==> src/rtl/fetch_hazard_ctrl.sv <==
// Fetch-side hazard sequencer for the five-stage LEGv8 pipeline.
// Drives PC / IF/ID enables, IF/ID flush and ID/EX bubble insert, resolving
// taken-branch flush > load-use stall > multi-cycle multiply hold, and keeps
// a saturating count of cycles in which the PC was held.
// MUL_LAT is expected in 2..16 so that MUL_LAT-2 fits the 4-bit hold counter.
module fetch_hazard_ctrl #(
  parameter int REG_W    = 5,
  parameter int ZERO_REG = 31,
  parameter int MUL_LAT  = 4,
  parameter int CNT_W    = 16
) (
  input  logic             clk,
  input  logic             reset,
  input  logic [REG_W-1:0] id_reg_a,
  input  logic [REG_W-1:0] id_reg_b,
  input  logic             id_uses_a,
  input  logic             id_uses_b,
  input  logic             id_mul,
  input  logic [REG_W-1:0] ex_rd,
  input  logic             ex_memread,
  input  logic             br_taken,
  output logic             pc_write,
  output logic             ifid_write,
  output logic             ifid_flush,
  output logic             idex_bubble,
  output logic             mul_busy,
  output logic [CNT_W-1:0] stall_cycles
);

  typedef enum logic [1:0] {RUN, MUL_WAIT, RELEASE} state_t;

  localparam logic [REG_W-1:0] ZR       = REG_W'(ZERO_REG);
  localparam logic [3:0]       MUL_INIT = 4'(MUL_LAT - 2);
  localparam logic [CNT_W-1:0] CNT_MAX  = '1;

  state_t           state_q, state_d;
  logic [3:0]       cnt_q, cnt_d;
  logic [CNT_W-1:0] stall_cycles_q, stall_cycles_d;

  logic lu;
  logic pc_w, ifid_w, flush, bubble;

  // Load-use: a load in EX writes a register the ID instruction reads (XZR never counts)
  always_comb begin
    lu = ex_memread && (ex_rd != ZR) &&
         ((id_uses_a && (id_reg_a == ex_rd)) || (id_uses_b && (id_reg_b == ex_rd)));
  end

  // Next-state, hold counter and output class selection
  always_comb begin
    state_d = state_q;
    cnt_d   = cnt_q;
    pc_w    = 1'b1;
    ifid_w  = 1'b1;
    flush   = 1'b0;
    bubble  = 1'b0;
    case (state_q)
      RUN: begin
        if (br_taken) begin
          flush  = 1'b1;
          bubble = 1'b1;
        end else if (lu) begin
          pc_w   = 1'b0;
          ifid_w = 1'b0;
          bubble = 1'b1;
        end else if (id_mul) begin
          pc_w    = 1'b0;
          ifid_w  = 1'b0;
          bubble  = 1'b1;
          cnt_d   = MUL_INIT;
          state_d = (MUL_LAT == 2) ? RELEASE : MUL_WAIT;
        end
      end
      MUL_WAIT: begin
        if (br_taken) begin
          // Branch wins; the multiply in ID is squashed along with the rest
          flush   = 1'b1;
          bubble  = 1'b1;
          state_d = RUN;
        end else begin
          pc_w   = 1'b0;
          ifid_w = 1'b0;
          bubble = 1'b1;
          if (cnt_q == 4'd1) state_d = RELEASE;
          else               cnt_d   = cnt_q - 4'd1;
        end
      end
      RELEASE: begin
        // Multiply moves on to EX this cycle; id_mul still refers to it, so ignore it
        if (br_taken) begin
          flush   = 1'b1;
          bubble  = 1'b1;
          state_d = RUN;
        end else if (lu) begin
          pc_w   = 1'b0;
          ifid_w = 1'b0;
          bubble = 1'b1;
        end else begin
          state_d = RUN;
        end
      end
      default: state_d = RUN;
    endcase

    stall_cycles_d = stall_cycles_q;
    if (!pc_w && (stall_cycles_q != CNT_MAX)) stall_cycles_d = stall_cycles_q + 1'b1;
  end

  // State, hold counter and stall counter registers
  always_ff @(posedge clk or negedge reset) begin
    if (!reset) begin
      state_q        <= RUN;
      cnt_q          <= 4'd0;
      stall_cycles_q <= '0;
    end else begin
      state_q        <= state_d;
      cnt_q          <= cnt_d;
      stall_cycles_q <= stall_cycles_d;
    end
  end

  // While reset is held the pipeline front end is frozen and flushed
  always_comb begin
    pc_write     = reset & pc_w;
    ifid_write   = reset & ifid_w;
    ifid_flush   = ~reset | flush;
    idex_bubble  = ~reset | bubble;
    mul_busy     = reset & (state_q == MUL_WAIT);
    stall_cycles = stall_cycles_q;
  end

endmodule

==> config.mk <==
export PLATFORM = sky130hd
export DESIGN_NAME = fetch_hazard_ctrl
export DESIGN_NICKNAME = d
export VERILOG_FILES = /design/src/rtl/fetch_hazard_ctrl.sv
export SDC_FILE = /design/constraint.sdc
export NUM_CORES = 1
export LEC_CHECK = 0
export ABC_CLOCK_PERIOD_IN_PS = 2000
export BUFFER_PORTS_ARGS = -buffer_cell sky130_fd_sc_hd__buf_2
export CAP_MARGIN = 5
export CORE_ASPECT_RATIO = 1.25
export CORE_MARGIN = 2
export CORE_UTILIZATION = 30
export CTS_BUF_LIST = sky130_fd_sc_hd__clkbuf_4
export CTS_CLUSTER_DIAMETER = 60
export DETAILED_ROUTE_END_ITERATION = 8
export GPL_ROUTABILITY_DRIVEN = 1
export PLACE_DENSITY = 0.61
export SYNTH_ARGS = -nofsm -noshare
export SYNTH_HDL_FRONTEND = slang
export SYNTH_SLANG_ARGS = --single-unit
==> constraint.sdc <==
create_clock -name clk -period 2 [get_ports clk]
set_input_delay 0.2 -clock clk [delete_from_list [all_inputs] [get_ports clk]]
set_output_delay 0.2 -clock clk [all_outputs]
set_load 0.01 [all_outputs]
==> results.ini <==
[pwr]
vdd_drop_max_uv = 280.8
cellLeakagePower_nw = 0.7866
power_mw = 1.326
p_per_area_nw_per_um2 = 758.2

[synth]
syn_area_per_cell_um2 = 9.781
synth.cell_area_um2 = 1389
synth_top_area_cell = dfrtp_1
synth_cell_types = 33
async_reset_ff_share_pct = 100.0
synth_edf_count = 0
synthMostInstantiatedCell = xnor2_1
seq_area_frac_synth_pct = 39.64
synth_nets = 167
yosys.area_share.simple_pct = 28.38
synth_xor_area_share_pct = 15.77
ys.flop_type = dfrtp_1
synthMuxAreaShare_pct = 1.532
synth_top_family_by_area = simple AND/OR/NAND/NOR gates
synth-seq-cells = 22
synth_cells = 142
synth_warnings = 0
yosys-top-cells-count = xnor2_1, dfrtp_1, nand2_1, nand3_1, nand3_2
yosys.area_share.adder_pct = 2.703
synth-compound-area-share_pct = 7.027
synth_area_leaders = dfrtp_1, xnor2_1, nand3_2
synth_top_area_share_pct = 39.64

[sta]
setup_viol_count_final = 0
tightest_slew_ps = 520.7
slew_violations = 0
fin_crit_sh_pct = 94.74
slew_headroom_pct = 65.00
period_minus_slack_ps = 1895
max_freq_mhz = 527.8
hold_viol_final = 0
skew_ps = 7.008
fin_tns_setup_ps = 0
rsz0062_at_grt = true

[route]
drcViolationCount = 0
wl_per_cell_um = 12.16
avgViaCountPerCell = 4.683
dr.first_iter.drc_count = 44
dr.pass1.iters = 4
postRouteAntennaNets = 0
num_vias = 1180
drt_wl_total_um = 3065

[worst_setup_path]
cp_max_fo = 5
path_class = reg2out
end_kind = primary output
startpoint_type = flip-flop
arrival_ps = 1690
critPathRequiredTime_ps = 1800

[clocking]
cts_sinks = 22
clk_pin_slew_ps = 120
cts.root.buffer_cell = clkbuf_4
clockBufferDepth = 2
cts_made_buffers = 3
insertion_delay_ps = 310
htreeDepth = 1
cts_tree = yes
post_cts_buffers = 0

[layout]
area_growth_pct = 25.95
drive_above_1_share_pct = 38.66
layout.nets = 220
diodes = 0
fillCellCount = 481
fin_area_um2 = 1749

[floorplanning]
coreArea_um2 = 4425
io_pins = 43
initial_core_util_pct = 31.38
die_h_um = 80.07
fp.dieW_um = 64.86
fp-row-count = 27
die_area_um2 = 5193

[global_routing]
grt_first_pass_wirelength_um = 5375
grt_pass1_vias = 1218
grt-ovfl-total = 0
grt_max_degree = 23
track_usage_pct = 12.74
antenna_found_initial = 0

[outcome]
status = finished clean

[run]
maxCapViolCount = 0

[place]
place_area_um2 = 1700
gp_congestion = 0.7879
dp_hpwl_um = 2436
port_buffers = 42

[min_path]
hp-class = in2reg

==> cell type report <==
type | count | area [um2] | share of cell area (%)
clock buffers | 3 | 22.52 | 1.288
inverters | 6 | 22.52 | 1.288
multi-input cells | 109 | 780.7 | 44.64
well taps | 58 | 72.57 | 4.149
repair buffers | 53 | 295.3 | 16.88
flip-flops and latches | 22 | 551.8 | 31.55
clock inverters | 1 | 3.754 | 0.2146
==> state kept, by name (all words and copies together), names as in the netlist <==
name,flops
cnt_q,4
state_q,2
stall_cycles,16
==> where the power goes <==
part | internal (mW) | total [mW] | switching (mW)
clock | 0.0728 | 0.213 | 0.140
combinational | 0.251 | 0.510 | 0.260
sequential | 0.529 | 0.603 | 0.0743
==> final timing paths <==
check | startpoint | to | slack [ps] | depth (start not counted)
worst min register to register | stall_cycles[15] | stall_cycles[15] | 500 | 1
worst max register to register | stall_cycles[1] | stall_cycles[1] | 130 | 6
worst max-delay path | state_q[1] | ifid_write | 110 | 4
max in group asynchronous | reset | state_q[1] | 1300 | 3
min in group asynchronous | reset | stall_cycles[11] | 450 | 3
worst min-delay path | br_taken | state_q[1] | 100 | 2
==> logic make-up after synthesis <==
kind of cell    count (synthesis)
compound gates                 15
xor+xnor                       25
fa+ha+maj                       3
buf+inv                        11
flops                          22
mux                             2
simple gates                   64
==> worst max-delay path, stage by stage, from the launching register on <==
cell and delay [ps]:
dfrtp_2 440, inv_1 110, a221o_1 410, a21boi_0 260, buf_2 180
==> layer usage <==
metal / global-route usage, % / up-vias / routed length (um)
met5: 0 / - / 0
met4: 2.340 / 0 / 0
met3: 2.101 / 0 / 171
met2: 22.78 / 41 / 1566
met1: 16.10 / 542 / 1326
li1: - / 597 / -
==> timing repair <==
item                       4_1_cts  5_1_grt
gates resized for setup          0        4
setup endpoints to repair        0       11
hold buffers                     1        0
hold endpoints to repair        22        0
==> cell usage in the layout (no fill, tap or decap), types with 4 or more instances in the layout <==
master / count
buf_2: 42
xnor2_1: 25
dfrtp_1: 21
nand2_1: 13
nand3_1: 11
buf_4: 10
nand3_2: 9
nor2_1: 8
inv_1: 6
nand4_1: 6
o21ai_0: 5
and3_1: 4
==> per-stage QoR <==
| stage | hold WS, ps | worst slack (ps) | util (%) | std cells |
|---|---|---|---|---|
| 2_1_floorplan | -95.59 | 39.49 | - | 142 |
| 3_3_place_gp | 288.6 | 119.7 | 38.42 | 247 |
| 3_5_place_dp | 285.4 | 69.27 | 38.42 | 247 |
| 4_1_cts | 83.70 | 58.42 | 39.24 | 252 |
| 5_1_grt | 90.70 | -1.512 | 39.53 | 252 |
| 6_report | 100.9 | 105.2 | 39.53 | 252 |
Power figures use the tool's default switching activity.
